==> src/rtl/method_call_arbiter.sv <==
// Round-robin arbiter sharing one in-order method port among NUM_REQ requesters,
// with a credit limit on calls in flight and a tag FIFO that routes results home.
module method_call_arbiter #(
  parameter int NUM_REQ         = 4,
  parameter int DATA_WIDTH      = 32,
  parameter int RESULT_WIDTH    = 32,
  parameter int MAX_OUTSTANDING = 8
) (
  input  logic                                   clk,
  input  logic                                   rst,
  input  logic [NUM_REQ-1:0]                     req_valid_in,
  input  logic [NUM_REQ*DATA_WIDTH-1:0]          req_data_in,
  output logic [NUM_REQ-1:0]                     req_ready_out,
  output logic                                   call_valid_out,
  output logic [DATA_WIDTH-1:0]                  call_data_out,
  input  logic                                   call_valid_in,
  input  logic [RESULT_WIDTH-1:0]                call_result_in,
  output logic [NUM_REQ-1:0]                     rsp_valid_out,
  output logic [RESULT_WIDTH-1:0]                rsp_result_out,
  output logic [$clog2(MAX_OUTSTANDING+1)-1:0]   outstanding_out,
  output logic                                   error_out
);

  localparam int TW = $clog2(NUM_REQ);
  localparam int AW = $clog2(MAX_OUTSTANDING);
  localparam int CW = $clog2(MAX_OUTSTANDING+1);

  logic [NUM_REQ-1:0][DATA_WIDTH-1:0] req_data;
  logic [TW-1:0] ptr, grant_idx;
  logic [TW:0]   scan;
  logic          grant_hit, can_issue, accept, pop, spurious;
  logic [TW-1:0] tag_mem [MAX_OUTSTANDING];
  logic [AW-1:0] wr_ptr, rd_ptr;

  assign req_data = req_data_in;

  // A result in this cycle frees its credit immediately.
  assign can_issue = (outstanding_out < CW'(MAX_OUTSTANDING)) || call_valid_in;

  always_comb begin
    grant_hit = 1'b0;
    grant_idx = '0;
    scan      = '0;
    for (int i = 0; i < NUM_REQ; i++) begin
      scan = {1'b0, ptr} + (TW+1)'(i);
      if (scan >= (TW+1)'(NUM_REQ)) scan = scan - (TW+1)'(NUM_REQ);
      if (!grant_hit && req_valid_in[scan[TW-1:0]]) begin
        grant_hit = 1'b1;
        grant_idx = scan[TW-1:0];
      end
    end
  end

  // Ready is gated by rst so the handshake reads idle while reset is held.
  assign accept        = grant_hit && can_issue && !rst;
  assign req_ready_out = accept ? (NUM_REQ'(1) << grant_idx) : '0;
  assign pop           = call_valid_in && (outstanding_out != '0);
  assign spurious      = call_valid_in && (outstanding_out == '0) && !accept;

  always_ff @(posedge clk)
    if (accept) tag_mem[wr_ptr] <= grant_idx;

  always_ff @(posedge clk or posedge rst) begin
    if (rst) begin
      ptr             <= '0;
      wr_ptr          <= '0;
      rd_ptr          <= '0;
      outstanding_out <= '0;
      call_valid_out  <= 1'b0;
      call_data_out   <= '0;
      rsp_valid_out   <= '0;
      rsp_result_out  <= '0;
      error_out       <= 1'b0;
    end else begin
      call_valid_out <= accept;
      if (accept) begin
        ptr           <= (grant_idx == TW'(NUM_REQ-1)) ? '0 : grant_idx + TW'(1);
        wr_ptr        <= wr_ptr + AW'(1);
        call_data_out <= req_data[grant_idx];
      end
      rsp_valid_out <= pop ? (NUM_REQ'(1) << tag_mem[rd_ptr]) : '0;
      if (pop) begin
        rd_ptr         <= rd_ptr + AW'(1);
        rsp_result_out <= call_result_in;
      end
      case ({accept, pop})
        2'b10:   outstanding_out <= outstanding_out + CW'(1);
        2'b01:   outstanding_out <= outstanding_out - CW'(1);
        default: outstanding_out <= outstanding_out;
      endcase
      if (spurious) error_out <= 1'b1;
    end
  end

endmodule

==> config.mk <==
export PLATFORM = sky130hd
export DESIGN_NAME = method_call_arbiter
export DESIGN_NICKNAME = d
export VERILOG_FILES = /design/src/rtl/method_call_arbiter.sv
export SDC_FILE = /design/constraint.sdc
export NUM_CORES = 1
export LEC_CHECK = 0
export ABC_CLOCK_PERIOD_IN_PS = 3200
export BUFFER_PORTS_ARGS = -buffer_cell sky130_fd_sc_hd__buf_4
export CORE_MARGIN = 3
export CORE_UTILIZATION = 46
export DETAILED_ROUTE_END_ITERATION = 8
export GPL_TIMING_DRIVEN = 1
export PLACE_DENSITY = 0.85
export SLEW_MARGIN = 20
export SYNTH_ARGS = -nofsm -noshare
export SYNTH_HDL_FRONTEND = slang
export SYNTH_SLANG_ARGS = --single-unit
==> constraint.sdc <==
create_clock -name clk -period 3.2 [get_ports clk]
set_input_delay 0.16 -clock clk [delete_from_list [all_inputs] [get_ports clk]]
set_output_delay 0.16 -clock clk [all_outputs]
set_load 0.02 [all_outputs]
# Yosys cells after proc, flatten, opt, wreduce, memory -nomap -nowiden
# Memory sizes are Yosys's and may differ from the RTL's.
# Index checks and enable logic that the tools add are counted.
[word_totals]
regBits = 82
latch_bits = 0
ram_bits = 16
mem_bits_ro = 0
in_bits = 167
out_inout_bits = 78
elab_cells = 82
n_memories = 1
[classes]
addsub = 12
multipliers = 0
div_mod_pow = 0
n_lt_le_gt_ge = 10
n_eq_ne = 3
shifts = 2
muxes = 28
bitwise_logic = 0
n_reduce_logical = 17
[memory_table]
columns = ["memory", "words", "word_bits", "read_ports", "rd_ports_with_merged_regs", "wr", "line_no", "text"]
rows = [
  ["tag_mem", 8, 2, 1, 0, 1, "32", "logic [TW-1:0] tag_mem [MAX_OUTSTANDING];"],
]
[ops]
columns = ["cell", "count"]
rows = [
  ["binary-select mux 32 bit (select 2 bit)", 1],
  ["2-to-1 mux 32 bit", 1],
  ["2-to-1 mux 2 bit", 9],
  ["< comparator 2 x 3 -> 1 bit (second input constant)", 5],
  ["2-to-1 mux 1 bit", 10],
  [">= comparator 3 bit (second input constant)", 3],
  ["binary-select mux 1 bit (select 2 bit)", 4],
  ["logical AND 1 bit", 8],
  ["2-to-1 mux 4 bit", 2],
  ["one-hot mux 4 bit (2 select lines)", 1],
  ["<< shifter 1 x 2 -> 4 bit (first input constant)", 2],
  ["subtractor 2 x 1 -> 2 bit (second input constant)", 4],
  ["adder 2 x 2 -> 3 bit (second input constant)", 2],
  ["adder 3 x 1 -> 3 bit (second input constant)", 2],
  ["zero test 1 bit", 5],
  ["adder 4 x 1 -> 4 bit (second input constant)", 1],
  ["== test 2 bit (second input constant)", 2],
  ["zero test 4 bit", 1],
  ["< comparator 4 bit (second input constant)", 1],
  ["nonzero test 4 bit", 1],
  ["subtractor 4 x 1 -> 4 bit (second input constant)", 1],
  ["adder 2 x 1 -> 3 bit (second input constant)", 1],
  [">= comparator 2 x 3 -> 1 bit (second input constant)", 1],
  ["adder 2 x 1 -> 2 bit (second input constant)", 1],
  ["3 further kinds", 3],
]

# Logic depth before layout (Yosys ltp)
# Gate-level depths: netlist of run 1.
[depth]
word_depth = 18
depth_mapped = 12
mapped_depth_nobuf = 10

# Worst setup path before layout of run 1
# Ideal clock, no wire load.
[synth_path]
kind = "register -> register"
from = "register outstanding_out[1]"
to = "register outstanding_out[2]"
setup_time_ps = 134
arrival_ps = 2412
required_time_ps = 3066
path_slack_ps = 654
stages_incl_launch_ff = 13
n_path_buf = 2
period_less_slack_ps = 2546
path_cell_list = "dfrtp_1 -> nor4_1 -> nand2b_1 -> buf_2 -> inv_2 -> clkbuf_1 -> ha_1 -> xor2_1 -> ha_1 -> a21oi_1 -> xor2_1 -> nor2_1 -> xor2_1"
[synth_between]
word_cells_on_any_way = 12
cone_classes = "add/sub: 2; order compare: 1; eq/ne: 2; mux: 1; reduce/logical: 6"
[synth_lines]
columns = ["item", "line_no", "text"]
rows = [
  ["start: declaration", "20", "output logic [$clog2(MAX_OUTSTANDING+1)-1:0] outstanding_out,"],
  ["start signal: assignment", "87", "2'b10: outstanding_out <= outstanding_out + CW'(1);"],
  ["start signal: assignment", "88", "2'b01: outstanding_out <= outstanding_out - CW'(1);"],
  ["start signal: assignment", "89", "default: outstanding_out <= outstanding_out;"],
  ["nonzero test 4 bit *", "57", "assign pop = call_valid_in && (outstanding_out != '0);"],
  ["logical AND 1 bit *", "57", ""],
  ["net pop", "31", "logic grant_hit, can_issue, accept, pop, spurious;"],
  ["== test 2 x 1 -> 1 bit / == test 2 bit (equally long branches)", "86", "case ({accept, pop})"],
  ["one-hot mux 4 bit (2 select lines) / nonzero test 2 bit (equally long branches)", "--", ""],
]
# The timed path passes the listed nets; every way through them passes the cells marked *.
# A chain may end at the register's enable or synchronous reset.

# Worst setup path after layout of run 1
[layout_path]
from = "register outstanding_out[1]"
to = "register outstanding_out[2]"
[layout_between]
elab_chain_cells = 6
word_cells_on_any_way = 12
cone_classes = "add/sub: 2; order compare: 1; eq/ne: 2; mux: 1; reduce/logical: 6"
[layout_rtl]
columns = ["item", "line_no", "text"]
rows = [
  ["< comparator 4 bit", "38", "assign can_issue = (outstanding_out < CW'(MAX_OUTSTANDING)) || call_valid_in;"],
  ["logical OR 1 bit", "38", ""],
  ["logical AND 1 bit (2 in series)", "55", "assign accept = grant_hit && can_issue && !rst;"],
  ["== test 2 x 1 -> 1 bit / == test 2 bit (equally long branches)", "86", ""],
  ["one-hot mux 4 bit (2 select lines) / nonzero test 2 bit (equally long branches)", "--", ""],
]
# Several ways; a longest one is shown, not always the timed one.

==> metrics.cfg, run 1 <==
[outcome]
status=complete, no violations

[logic_synthesis]
ys_warn_count=0
synth_area_um2=4860
ys_seq_area_share_pct=52.1
syn_area_per_cell_um2=10.9
synthTopCellsByArea=dfrtp_1 42%, mux2i_1 14%, nand2_1 11%
yosys.cell_types.count=36
ys_seq_elements=98
synthCells=444
yosys.area.top_type_share_pct=42.2
synth_area_leader_cell=dfrtp_1
synth_nets=620

[sta]
rsz0062_at_grt=false
worst_slack_ps=476
hold_viol_final=0
relSlewSlack_pct=50.8
timing.final.crit_share_pct=85.1
max_freq_mhz=367
drv_slew=0
hold-worst-slack_ps=23.6
setup_viol=0
tns_ps=0
fin_skew_ps=14.0
period_needed_ps=2720
worst_pin_slew_ps=738

[drt]
first_pass_iters=4
wl_per_cell_um=16.5
wirelength_mm=13.9
drt_iter0_drc=330
routed-via-count=4339
antenna_left=0
viasPerCell=5.17
drc=0

[worst_setup_path]
slowest_stage=dfrtp_1
timing.rr.end=outstanding_out[2]
required_ps=3440
criticalPathCategory=register to register
critical_path.max_fanout=39
start_kind=register
r2r-start=outstanding_out[1]
max_stage_delay_ps=470
ff2ff_setup_slack_ps=480
worst_ep_arrival_time_ps=2960
crit_path_cell_trace=nor4_1, nand2b_1, inv_2, ha_1, xor2_1, ha_1, a21oi_1, xor2_1, nor2_1, xor2_1
rr_worst_depth=10
end_kind=register
crit_top_cell=xor2_1

[placement]
port_buffers=244
dp_hpwl_mm=10.2
preCtsSetupSlack_ps=502
place_congestion=0.828

[floorplan]
die_h_um=109
core.rowCount=36
floorplan.die_area_um2=11800
core_um2=10000
die_w_um=109
initial_core_util_pct=48.6
io_pins=245

[power]
seqPwrFrac_pct=38.0
power.net_switching_mw=2.18
power.density_nw_per_um2=754
total_power_mw=5.38
internal-power_mw=3.20
power.share.clock_pct=14.0
share_comb_of_total_power_pct=48.0
p_leak_nw=3.61
switching_share_pct=40.6
ir_drop_mv=0.434

[run]
cap_violations=0

[global_route]
grt_max_degree=63
grt_overflow_total=0
track_usage_pct=22.9
antenna_found_initial=0
grt_pass1_wl_mm=21.0
grt_pass1_vias=4270

[clocking]
numCtsBuffers=9
clk_pin_slew_ps=110
cts_tree=done
clock-sinks=98
ctsRootBufferMaster=clkbuf_8
post_cts_buffers=0
clock_latency_ps=350
h-tree-depth=3
clockBufferDepth=2

[cells_and_area]
nNetsFinal=878
syn2layout_area_growth_pct=46.8
diodes=0
final_layout_size_suffix_gt1_share_pct=39.7

[min_path]
hold_path_end=rsp_result_out[29]
min_from=call_result_in[29]
hold_depth=3
hp-class=input port to register

layout make-up:
class	instances	area (um2)
fillers	707	2860
flip-flops and latches	98	2530
repair buffers	276	2150
multi-input cells	309	2070
well taps	133	166
clock buffers	9	124
clock inverters	7	60.1
inverters	8	32.5
stage by stage:
| stage | instances | area, um2 | util [%] |
|---|---|---|---|
| after floorplan | 444 | 4860 | - |
| after global placement | 797 | 6680 | 66.8 |
| after detailed placement | 797 | 6680 | 66.8 |
| after CTS | 839 | 7130 | 71.3 |
| after global routing | 840 | 7140 | 71.4 |
| final | 840 | 7140 | 71.4 |
placed cells by master, fill, tap and decap left out, drive strengths merged:
| master | n |
|---|---|
| clkinv | 1 |
| o2bb2a | 1 |
| dfrtp | 82 |
| mux2 | 1 |
| nor2 | 6 |
| nor3b | 2 |
| mux4 | 4 |
| nor4 | 3 |
| nand3b | 2 |
| nor3 | 3 |
| mux2i | 67 |
| o21ai | 3 |
| a21oi | 5 |
| xnor2 | 5 |
| nor4b | 2 |
| inv | 13 |
| clkbuf | 9 |
| and3 | 2 |
| edfxtp | 16 |
| xor2 | 4 |
| o21bai | 1 |
| nand2b | 3 |
| o221ai | 32 |
| ha | 9 |
| nand2 | 147 |
| clkinvlp | 1 |
| or3 | 1 |
| o22ai | 2 |
| and2 | 4 |
| dlygate4sd3 | 27 |
| buf | 249 |
flip-flops by register name (all words and copies together) (netlist names):
register / count
outstanding_out: 4
wr_ptr: 3
rd_ptr: 3
rsp_valid_out: 4
error_out: 1
rsp_result_out: 32
ptr: 2
call_valid_out: 1
call_data_out: 32
tag_mem: 16
how the worst max path moves through the flow:
stage | start | endpoint | slack [ps] | cells past startpoint
3_3_place_gp | outstanding_out[1] | outstanding_out[2] | 720 | 10
2_1_floorplan | outstanding_out[1] | outstanding_out[2] | 650 | 12
6_report | outstanding_out[1] | outstanding_out[2] | 480 | 10
3_5_place_dp | outstanding_out[0] | outstanding_out[2] | 500 | 10
5_1_grt | outstanding_out[1] | outstanding_out[2] | 220 | 10
4_1_cts | outstanding_out[1] | outstanding_out[2] | 470 | 10
per-layer routing:
layer	global-route usage (%)	up-vias	wire length, um
met4	8.84	0	345
li1	-	2068	-
met1	28.7	2052	5410
met5	0	-	0
met3	4.50	19	1080
met2	39.0	200	7060
worst max-delay path: cells and delay by family, from the launching register on:
family          cells  cell delay (ps)
compound gates      1              150
xor+xnor            3              500
fa+ha+maj           2              540
buf+inv             1              260
flops               1              470
simple gates        3              680
cell usage after synthesis:
master,count
nand2_1,146
dfrtp_1,82
mux2i_1,67
o221ai_1,32
edfxtp_1,16
buf_2,13
ha_1,9
nor2_1,6
buf_12,5
xnor2_1,5
a21oi_1,4
and2_1,4
buf_6,4
clkbuf_1,4
inv_1,4
inv_2,4
mux4_2,4
xor2_1,4
buf_1,3
nand2b_1,3
nor3_1,3
nor4_1,3
nand3b_1,2
nor3b_1,2
nor4b_1,2
o21ai_2,2
o22ai_1,2
a21oi_2,1
and3_1,1
and3_2,1
mux2_2,1
nand2_2,1
o21ai_0,1
o21bai_1,1
o2bb2a_4,1
or3_4,1
power by group through the flow:
stage	Sequential (mW)	Combinational, mW	Clock [mW]
after floorplan	2.40	1.30	0
after global placement	2.05	2.49	0
after detailed placement	2.05	2.58	0
after CTS	2.05	2.60	0.771
after global routing	2.11	2.81	0.816
final	2.05	2.58	0.753
what timing repair did:
item	4_1_cts	5_1_grt
hold buffers	26	1
gates resized for setup	0	0
hold endpoints to repair	26	12
cell families (layout without fill, tap and decap cells):
kind of cell	Yosys count	after routing	share of synthesized area (%)
buffers and inverters	37	300	5.48
xor gates and xnor gates	9	9	1.62
DFF	98	98	52.1
muxes	72	72	15.9
AOI/OAI and AO/OA	44	44	7.64
adders and majority gates	9	9	2.32
and+or+nand+nor	175	175	15.0
Power figures use the tool's default switching activity.
==> run 2: changes to the inputs <==
==> constraint.sdc (replaced) <==
create_clock -name clk -period 3.2 [get_ports clk]
set_input_delay 0.48 -clock clk [delete_from_list [all_inputs] [get_ports clk]]
set_output_delay 0.48 -clock clk [all_outputs]
set_load 0.02 [all_outputs]
==> run 2 against run 1 <==
  * Wire length fell by 3.1%
  * Sequential power barely moved
  * Hold slack improved by 200 ps
  * Fmax fell by 3.1%
  * Sequential cell count did not move
  * Utilization fell by 2.4 points
  * Sequential share of layout area rose by 1.3 points
  * Critical path type unchanged
  * Power rose by 0.27%
  * Combinational power barely moved
  * Clock skew fell by 5.2 ps
==> metrics.cfg, run 2 (synthesized netlist as in run 1, its figures left out) <==
[outcome]
status=complete, no violations

[global_route]
grt_pass1_vias=4133
grt_max_degree=83
antenna_found_initial=0
grt_overflow_total=0
track_usage_pct=21.9
grt_pass1_wl_mm=20.1

[sta]
hold_viol_final=0
tns_ps=0
fin_skew_ps=8.81
period_needed_ps=2810
worst_slack_ps=389
setup_viol=0
timing.final.crit_share_pct=87.8
rsz0062_at_grt=false
hold-worst-slack_ps=222
relSlewSlack_pct=55.3
max_freq_mhz=356
worst_pin_slew_ps=668
drv_slew=0

[clocking]
clockBufferDepth=2
post_cts_buffers=0
clock-sinks=98
clock_latency_ps=350
clk_pin_slew_ps=90
cts_hold_buffers=0
h-tree-depth=3
cts_tree=done
numCtsBuffers=9
ctsResizeCount=0
ctsRootBufferMaster=clkbuf_8

[cells_and_area]
layout_commonest_cell=buf_4
final_layout_size_suffix_gt1_share_pct=41.3
fin_cells=813
diodes=0
final_cell_mix=247 x buf_4, 146 x nand2_1, 82 x dfrtp_1
top_regs=call_data_out: 32 flops, rsp_result_out: 32 flops, tag_mem: 16 flops
syn2layout_area_growth_pct=41.8
final.fill_count=755
nNetsFinal=851

[power]
power.density_nw_per_um2=783
p_leak_nw=3.51
ir_drop_mv=0.459

[placement]
place_congestion=0.809
preCtsSetupSlack_ps=534
port_buffers=244
dp.cells=797
dp_hpwl_mm=10.2

[drt]
drt_iter0_drc=248
wl_per_cell_um=16.6
wirelength_mm=13.5
first_pass_iters=8
routed-via-count=4262
antenna_left=0
viasPerCell=5.24
drc=0

[floorplan]
core.rowCount=36
core_um2=10000
floorplan.die_area_um2=11800
die_h_um=109
io_pins=245
initial_core_util_pct=48.6
die_w_um=109

[worst_setup_path]
ff2ff_setup_slack_ps=390
worst_ep_arrival_time_ps=3040
required_ps=3430
timing.rr.end=outstanding_out[2]
critical_path.max_fanout=39
start_kind=register
rr_worst_depth=10
end_kind=register
r2r-start=outstanding_out[1]
criticalPathCategory=register to register

[run]
cap_violations=0

[min_path]
hp-class=input port to async pin

-- run 2: cell count changes in the layout (fill, tap and decap cells not counted), sizes merged --
cell / previous run / this run
clkbuf: 9 / 13
clkinv: 1 / 3
clkinvlp: 1 / 0
dlygate4sd3: 27 / 0
inv: 13 / 8
-- run 2: layout make-up --
cell class	instances	area, um2	area share [%]
multi-input cells	309	2070	30.0
repair buffers	249	1890	27.5
clock buffers	13	180	2.61
clock inverters	3	18.8	0.272
inverters	8	31.3	0.454
flip-flops and latches	98	2530	36.7
well taps	133	166	2.41
-- run 2: through the flow --
stage	area (um2)	power, mW	utilization [%]
2_1_floorplan	4860	3.70	-
3_5_place_dp	6690	4.64	66.9
4_1_cts	6890	5.43	68.9
3_3_place_gp	6690	4.54	66.9
5_1_grt	6890	5.72	68.9
6_report	6890	5.40	68.9
-- run 2: critical path, cell delays in order, from the launching register on --
cell,delay (ps)
dfrtp_1,470
nor4_1,410
nand2b_1,200
inv_2,250
ha_1,360
xor2_1,170
ha_1,200
a21oi_1,190
xor2_1,220
nor2_1,80
xor2_1,150
-- run 2: worst max path at each step --
stage,from,to,slack [ps],depth (start not counted)
2_1_floorplan,rst,call_data_out[0],610,1
3_3_place_gp,outstanding_out[1],outstanding_out[2],730,10
3_5_place_dp,outstanding_out[1],outstanding_out[2],530,10
4_1_cts,outstanding_out[1],outstanding_out[2],510,10
5_1_grt,outstanding_out[0],outstanding_out[2],340,10
6_report,outstanding_out[1],outstanding_out[2],390,10
-- run 2: per-layer routing --
layer  share of wire, %  vias up  track usage [%]  wire, um
li1                   -     2009                -         -
met1                 38     2027             26.5      5110
met2                 51      201             38.3      6920
met3                8.8       25             5.51      1180
met4                1.8        0             6.76       246
met5                  0        -                0         0
-- run 2: power breakdown --
| group | leakage, nW | internal (mW) | switching [mW] |
|---|---|---|---|
| Sequential | 1.15 | 1.71 | 0.332 |
| Clock | 0.105 | 0.374 | 0.410 |
| Combinational | 2.26 | 1.17 | 1.40 |
